==> config.mk <==
export PLATFORM = sky130hd
export DESIGN_NAME = mux8_rr_arbiter
export DESIGN_NICKNAME = d
export VERILOG_FILES = /design/src/rtl/mux8_rr_arbiter.sv
export SDC_FILE = /design/constraint.sdc
export NUM_CORES = 1
export LEC_CHECK = 0
export ABC_AREA = 0
export CORE_ASPECT_RATIO = 0.5
export CORE_MARGIN = 5
export CORE_UTILIZATION = 43
export DETAILED_ROUTE_END_ITERATION = 6
export PLACE_DENSITY = 0.87
export SLEW_MARGIN = 5
export SYNTH_ARGS = -nofsm -noshare
export SYNTH_HDL_FRONTEND = slang
export SYNTH_SLANG_ARGS = --single-unit
==> constraint.sdc <==
create_clock -name clk -period 6.8 [get_ports clk]
set_input_delay 1.36 -clock clk [delete_from_list [all_inputs] [get_ports clk]]
set_output_delay 1.36 -clock clk [all_outputs]
set_load 0.02 [all_outputs]
==> src/rtl/mux8_rr_arbiter.sv <==
// Round-robin arbiter/sequencer for the shared 8-way 32-bit operand mux.
// Optional grant counter port enabled by defining ARB_GRANT_CNT_EN.
module mux8_rr_arbiter #(
  parameter int unsigned DATA_W    = 32,
  parameter int unsigned BURST_LEN = 4,
  parameter int unsigned CNT_W     = 3
) (
  input  logic              clk,
  input  logic              rst_n,
  input  logic [7:0]        req,
  input  logic [DATA_W-1:0] in0,
  input  logic [DATA_W-1:0] in1,
  input  logic [DATA_W-1:0] in2,
  input  logic [DATA_W-1:0] in3,
  input  logic [DATA_W-1:0] in4,
  input  logic [DATA_W-1:0] in5,
  input  logic [DATA_W-1:0] in6,
  input  logic [DATA_W-1:0] in7,
  output logic [7:0]        grant,
  output logic [2:0]        sel,
  output logic [DATA_W-1:0] out,
  output logic              out_valid,
  output logic              busy
`ifdef ARB_GRANT_CNT_EN
  ,
  output logic [15:0]       grant_cnt
`endif
);

  localparam int unsigned N_REQ  = 8;
  localparam int unsigned SEL_W  = 3;
  localparam int unsigned GCNT_W = 16;
  localparam logic [CNT_W-1:0] LAST_BEAT = CNT_W'(BURST_LEN - 1);

  typedef enum logic {
    ST_IDLE,
    ST_GRANT
  } state_t;

  state_t              state, nxt_state;
  logic [SEL_W-1:0]    ptr, nxt_ptr;
  logic [SEL_W-1:0]    nxt_sel;
  logic [N_REQ-1:0]    nxt_grant;
  logic [DATA_W-1:0]   nxt_out;
  logic                nxt_out_valid;
  logic [CNT_W-1:0]    beat_cnt, nxt_beat_cnt;
  logic                release_c;
  logic [SEL_W-1:0]    rel_ptr_c;
  logic [SEL_W-1:0]    idle_win_c;
  logic [SEL_W-1:0]    rel_win_c;
  logic [DATA_W-1:0]   mux_word;

  // First requester at or after p, wrapping modulo 8.
  function automatic logic [SEL_W-1:0] rr_pick(input logic [N_REQ-1:0] r,
                                               input logic [SEL_W-1:0] p);
    logic [SEL_W-1:0] idx;
    logic             found;
    rr_pick = p;
    found   = 1'b0;
    for (int i = 0; i < N_REQ; i++) begin
      idx = p + SEL_W'(i);
      if (!found && r[idx]) begin
        rr_pick = idx;
        found   = 1'b1;
      end
    end
  endfunction

  Mux8to1 u_mux (
    .in0 (in0),
    .in1 (in1),
    .in2 (in2),
    .in3 (in3),
    .in4 (in4),
    .in5 (in5),
    .in6 (in6),
    .in7 (in7),
    .sel (sel),
    .out (mux_word)
  );

  assign rel_ptr_c  = sel + SEL_W'(1);
  assign idle_win_c = rr_pick(req, ptr);
  assign rel_win_c  = rr_pick(req, rel_ptr_c);
  assign busy       = (state == ST_GRANT);

  // State and datapath registers.
  always_ff @(posedge clk or negedge rst_n) begin
    if (!rst_n) begin
      state     <= ST_IDLE;
      ptr       <= '0;
      sel       <= '0;
      grant     <= '0;
      out       <= '0;
      out_valid <= 1'b0;
      beat_cnt  <= '0;
    end else begin
      state     <= nxt_state;
      ptr       <= nxt_ptr;
      sel       <= nxt_sel;
      grant     <= nxt_grant;
      out       <= nxt_out;
      out_valid <= nxt_out_valid;
      beat_cnt  <= nxt_beat_cnt;
    end
  end

  // Next-state: arbitration, beat capture and zero-bubble re-arbitration.
  always_comb begin
    nxt_state     = state;
    nxt_ptr       = ptr;
    nxt_sel       = sel;
    nxt_grant     = grant;
    nxt_out       = out;
    nxt_out_valid = 1'b0;
    nxt_beat_cnt  = beat_cnt;
    release_c     = 1'b0;

    case (state)
      ST_IDLE: begin
        if (|req) begin
          nxt_sel      = idle_win_c;
          nxt_grant    = N_REQ'(1) << idle_win_c;
          nxt_beat_cnt = '0;
          nxt_state    = ST_GRANT;
        end
      end
      ST_GRANT: begin
        if (req[sel]) begin
          nxt_out       = mux_word;
          nxt_out_valid = 1'b1;
          nxt_beat_cnt  = beat_cnt + CNT_W'(1);
          release_c     = (beat_cnt == LAST_BEAT);
        end else begin
          release_c = 1'b1;
        end

        // Releasing grantee drops to lowest priority via ptr = sel + 1.
        if (release_c) begin
          nxt_ptr = rel_ptr_c;
          if (|req) begin
            nxt_sel      = rel_win_c;
            nxt_grant    = N_REQ'(1) << rel_win_c;
            nxt_beat_cnt = '0;
          end else begin
            nxt_grant = '0;
            nxt_state = ST_IDLE;
          end
        end
      end
      default: begin
        nxt_state = ST_IDLE;
        nxt_grant = '0;
      end
    endcase
  end

`ifdef ARB_GRANT_CNT_EN
  logic new_grant_c;

  assign new_grant_c = (|req) && ((state == ST_IDLE) || release_c);

  // Counts every issued grant; wraps naturally at 16 bits.
  always_ff @(posedge clk or negedge rst_n) begin
    if (!rst_n) begin
      grant_cnt <= '0;
    end else if (new_grant_c) begin
      grant_cnt <= grant_cnt + GCNT_W'(1);
    end
  end
`endif

endmodule

// Shared 8-way 32-bit operand mux used by the datapath.
module Mux8to1 (
  input  logic [31:0] in0,
  input  logic [31:0] in1,
  input  logic [31:0] in2,
  input  logic [31:0] in3,
  input  logic [31:0] in4,
  input  logic [31:0] in5,
  input  logic [31:0] in6,
  input  logic [31:0] in7,
  input  logic [2:0]  sel,
  output logic [31:0] out
);

  always_comb begin
    out = in0;
    case (sel)
      3'd0:    out = in0;
      3'd1:    out = in1;
      3'd2:    out = in2;
      3'd3:    out = in3;
      3'd4:    out = in4;
      3'd5:    out = in5;
      3'd6:    out = in6;
      3'd7:    out = in7;
      default: out = in0;
    endcase
  end

endmodule

Word-level counts from Yosys, hierarchy flattened
Cells that the tools add are included.
- magnitude comparators: 17
- shift operators: 2
- muxes and demuxes: 83
- reductions and logical operators: 34
- bitwise logic cells: 1
- eq/ne operators: 11
- add/sub/neg operators: 16
- operator list (kind ; count):
    32-bit case mux with 8 select lines ; 1
    3-bit by 4-bit less-than comparator with 1-bit output (second input constant) ; 17
    3-bit two-way mux ; 21
    1-bit binary-select mux with 3-bit select ; 17
    1-bit two-way mux ; 37
    3-bit adder (second input constant) ; 8
    8-bit two-way mux ; 3
    8-bit case mux with 2 select lines ; 1
    1-bit by 3-bit left shift with 8-bit output (first input constant) ; 2
    1-bit logical AND ; 14
    1-bit logical NOT ; 14
    3-bit by 1-bit adder with 3-bit output (second input constant) ; 4
    3-bit by 2-bit adder with 3-bit output (second input constant) ; 4
    3-bit equality test (second input constant) ; 4
    3-bit case mux with 2 select lines ; 2
    3-bit by 2-bit equality test with 1-bit output (second input constant) ; 3
    8-bit OR reduction ; 1
    2-bit AND reduction ; 3
    2-bit by 1-bit inequality test with 1-bit output (second input constant) ; 2
    3-bit by 1-bit equality test with 1-bit output (second input constant) ; 1
    3-bit logical NOT ; 1
    3-bit AND reduction ; 1
    2-bit inequality test (second input constant) ; 1
    1-bit case mux with 2 select lines ; 1
    1-bit inverter ; 1
- output and inout port bits: 45
- flip-flop bits (word level): 51
- input port bits: 266

Logic depth before layout (Yosys ltp)
- word-level depth: 29
- gate-level depth with buffers: 14
- depth with buffers taken out: 10

Modules after synthesis
A second synthesis with hierarchy kept.
- cells, all modules: 777
- area, all modules: 6531.3 um^2
- modules (own cells, without submodules) (module ; instances ; sequential area each (um^2) ; cells an instance ; area each (um^2)):
    mux8_rr_arbiter ; 1 ; 1276.2 ; 471 ; 4286.6
    Mux8to1 ; 1 ; 0.0 ; 306 ; 2244.7

Worst setup path after synthesis
Ideal clock, no wire load.
- path type: reg-to-reg
- start point: register sel[0]
- end point: register grant[7]
- stages on the path, launching flop included: 14
- arrival time: 3.754 ns
- slack: 2.920 ns
- path through: dfrtp_1 inv_1 buf_1 ha_1 buf_6 buf_2 mux4_2 nand2_1 a21boi_0 o21ai_0 a222oi_1 xnor2_1 nor4b_2 a221o_2
- cells in the longest elaborated chain, start to end: 29
- elaborated cells on any way between the ends: 62
- classes of those cells: 8 x add/sub; 1 x eq/ne; 1 x shift; 37 x mux; 15 x reduce/logical
- ends and longest elaborated chain (element ; line ; text):
    start, declared ; 20 ; output logic [2:0] sel,
    start signal, assigned ; 100 ; sel <= nxt_sel;
    3-bit by 1-bit adder with 3-bit output * ; 82 ; assign rel_ptr_c = sel + SEL_W'(1);
    net rel_ptr_c[0] ; 48 ; logic [SEL_W-1:0] rel_ptr_c;
    branches (longest 23 deep; another with 3-bit by 1-bit adder with 3-bit output) ; n/a ;
    3-bit two-way mux * ; 62 ; if (!found && r[idx]) begin
    1-bit by 3-bit left shift with 8-bit output * ; 143 ; nxt_grant = N_REQ'(1) << rel_win_c;
    8-bit two-way mux * ; 141 ; if (|req) begin
    8-bit two-way mux * ; 139 ; if (release_c) begin
    8-bit case mux with 2 select lines * ; 119 ; case (state)
    end signal, assigned ; 101 ; grant <= nxt_grant;
    end, declared ; 19 ; output logic [7:0] grant,
Mark *: on every way through the listed nets, which the timed path passes. The select of a mux whose other input is x is not followed.
A chain may end at the register's enable or synchronous reset.

Worst setup path in the final report
- start point: register sel[0]
- end point: register grant[7]
- cells in the longest elaborated chain, start to end: 29
- elaborated cells on any way between the ends: 62
- classes of those cells: 8 x add/sub; 1 x eq/ne; 1 x shift; 37 x mux; 15 x reduce/logical
- ends and longest elaborated chain (element):
    branches (longest 29 deep; another with 3-bit by 1-bit adder with 3-bit output)
Parallel ways; which one is timed is not known. The select of a mux whose other input is x is not followed.

==> reports/qor.yml <==
run_status:
  status: "finished with violations"
  violations: "design-rule violations"
power_and_ir_drop:
  swShare_pct: 50.6
  switchingPower_w: 0.00234
  pwr-share-seq_pct: 12.6
  p_leak_nw: 3.46
  clkPwrFrac_pct: 5.6
  comb_power_share_pct: 81.8
  power_per_cell_area_nw_per_um2: 518
  ir_worst_vdd_uv: 488
  p_int_w: 0.00229
clock_tree:
  hold_buffers: 0
  clock-root-buffer: "clkbuf_16"
  post_cts_buffers: 0
  cts_resized: 0
  cts.clk_slew.worst_paths_ns: 0.07
  cts_inserted_buffers: 5
  tritoncts: "yes"
  clk_latency_ns: 0.29
  cts_sinks: 51
  clockBufferDepth: 2
  cts_max_level: 2
floorplanning:
  row_count: 29
  die_h_um: 91.0
  die_area_um2: 15700
  start_util_pct: 44.2
  core_um2: 12800
  die_w_um: 172
  ioPinCount: 311
routing:
  totalWireLength_mm: 24.7
  highest_layer: "met5"
  via_count: 6672
  via_per_inst: 6.22
  wl_met1_mm: 9.47
  ant_nets: 0
  drt-initial-drc-count: 803
  drt-pass1-iter-count: 7
  dr_wl_met2_mm: 11.9
  drcViolationCount: 12
  dr_wl_met3_mm: 2.45
  routedWlPerCell_um: 23.0
synth:
  ys_types: 70
  yosys.area.top_type: "dfrtp_1"
  synth_enable_flop_cells: 0
  synth_fa_ha_area_share_pct: 2.44
  synth-xor-area-share_pct: 2.15
  synth_seq_area_share_pct: 22.6
  syn-cell-area_um2: 5650
  synth_top_family_by_area: "multiplexers"
  synth_area_leaders: "dfrtp_1 23%, mux2_2 12%, mux4_2 9.6%"
  synth_ff_type: "dfrtp_1"
  avgSynthCellArea_um2: 8.86
  async_reset_ff_share_pct: 100
  synth_common_cells: "96 x nand2_1, 61 x mux2_2, 51 x clkbuf_1, 51 x dfrtp_1, 44 x o21ai_0"
  yosys.area_share.simple_pct: 15.2
  ys_seq_elements: 51
  synth_compound_area_share_pct: 24.7
  yosys_warnings: 0
  yosys-mux-area-fraction_pct: 27.7
  syn_nets: 914
  synth_top_cell_area_share_pct: 22.6
  syn_inst: 637
  yosysMostFrequentCell: "nand2_1"
global_route:
  grtUsageTotal_pct: 29.4
  grt_pass1_vias: 6577
  grt_max_degree: 70
  grt_overflow: 0
  grt_pass1_wl_mm: 36.6
  antenna_found_initial: 2
timing:
  setup_violations: 0
  period_share_pct: 66.5
  fin_crit_ns: 4.52
  slew-limit-headroom_pct: 19.9
  tightestPinTransition_ns: 1.20
  hold_violations: 0
  skew_ns: 0.00402
  rsz0062_at_grt: "no"
  maxSlewViolCount: 0
  fmax_mhz: 221
  hold_ws_ns: 0.481
  tns_ns: 0
worst_setup_path:
  cp.depth: 11
  arrival_ns: 4.70
  crit_path_top_delay_cell: "ha_1"
  cp.required_ns: 6.98
  crit_family: "compound AO/OA/AOI/OAI gates"
  path_cells: "buf_4 -> ha_1 -> ha_1 -> xor2_2 -> mux4_1 -> mux2i_1 -> o21ai_0 -> a222oi_1 -> xnor2_1 -> nor4b_2 -> a221o_2"
  cp_max_fo: 22
  critPathBufInv: 1
  crit_type: "reg2reg"
  cp-start-kind: "flop"
  max_stage_delay_ns: 0.72
  path_common_cell: "ha_1"
  worstSetupEndpointType: "flop"
  ff2ff_path_depth: 11
layout:
  seq_area_um2: 1280
  finalNetCount: 1179
  instances_no_fill: 1073
  syn_to_final_growth_pct: 58.4
  drive_gt1_share_pct: 12.8
  post-route-cell-area_um2: 8940
  n_antenna_cell: 0
  fin_util_pct: 70.0
  multi_input_area_um2: 4090
  fillCellCount: 1048
placement:
  placed_cell_area_um2: 8790
  placedCellCount: 1065
  routabilityCongestion: 0.945
  hpwl_mm: 19.1
  port_buffers: 310
run:
  drv_cap: 0
min_path:
  hold_depth: 2
  hold_path.class: "reg2reg"
==> worst paths after layout <==
| kind | startpoint | to | slack (ns) |
|---|---|---|---|
| worst min register to register | out[0] | out[0] | 0.48 |
| max in group asynchronous | rst_n | sel[2] | 5.16 |
| min in group asynchronous | rst_n | grant[7] | 1.18 |
| worst max register to register | sel[0] | grant[7] | 2.28 |
| worst min-delay path | out[0] | out[0] | 0.48 |
| worst max-delay path | sel[0] | grant[7] | 2.28 |
==> cells by family (layout without fill, tap and decap cells) <==
kind of cell | count (synthesis) | after routing
AOI/OAI and AO/OA | 191 | 191
and+or+nand+nor | 185 | 185
muxes | 114 | 114
buffers and inverters | 72 | 338
DFF | 51 | 51
xor gates and xnor gates | 13 | 13
adders and majority gates | 11 | 11
==> power groups by stage <==
stage / Clock, W / Sequential (W) / Combinational, W
floorplan: 0 / 0.000680 / 0.00260
global placement: 0 / 0.000576 / 0.00367
detailed placement: 0 / 0.000588 / 0.00374
CTS: 0.000266 / 0.000583 / 0.00375
global route: 0.000275 / 0.000602 / 0.00408
finish: 0.000260 / 0.000582 / 0.00379
==> sequential cells by signal (all words and copies together) (netlist names) <==
name	cells
beat_cnt	3
busy	1
grant	8
out	32
out_valid	1
ptr	3
sel	3
==> through the flow <==
step	power [W]	worst slack, ns
after floorplan	0.00328	2.92
after global placement	0.00424	2.15
after detailed placement	0.00432	2.04
after CTS	0.00460	2.31
after global routing	0.00495	2.00
final	0.00463	2.28
==> tightest hold or removal path, cell delays in order (launching register included) <==
cell	delay [ns]
dfrtp_1	0.34
nand2_1	0.05
o21ai_0	0.06
==> placed cells by master, fill, tap and decap left out, drive strengths merged, types with 3 or more instances in the layout <==
cell type,Yosys,layout
clkdlybuf4s50,0,309
nand2,96,96
mux2,61,61
dfrtp,51,51
o21ai,45,45
a21oi,34,34
a222oi,33,33
nand3,30,30
mux4,27,27
mux2i,26,26
a22oi,25,25
nor2,18,18
a221oi,15,15
ha,11,11
buf,11,11
inv,10,10
xnor2,9,9
nor4,7,7
and2,6,6
nand2b,6,6
clkbuf,51,6
o211ai,5,5
nor2b,5,5
xor2,4,4
a221o,4,4
nor3,3,3
==> routing by layer <==
| layer | vias to the layer above | track usage (%) |
|---|---|---|
| met4 | 4 | 9.68 |
| met1 | 3175 | 37.2 |
| li1 | 3020 | - |
| met2 | 408 | 49.8 |
| met5 | - | 0 |
| met3 | 65 | 6.77 |
==> cell type report <==
type                       instances  area share, %
clock inverter                     2          0.182
tap                              170           2.38
clock buffer                       6           1.55
sequential                        51           14.3
inverter                          10          0.420
multi-input combinational        514           45.7
timing repair buffer             320           35.5
Power figures use the tool's default switching activity.
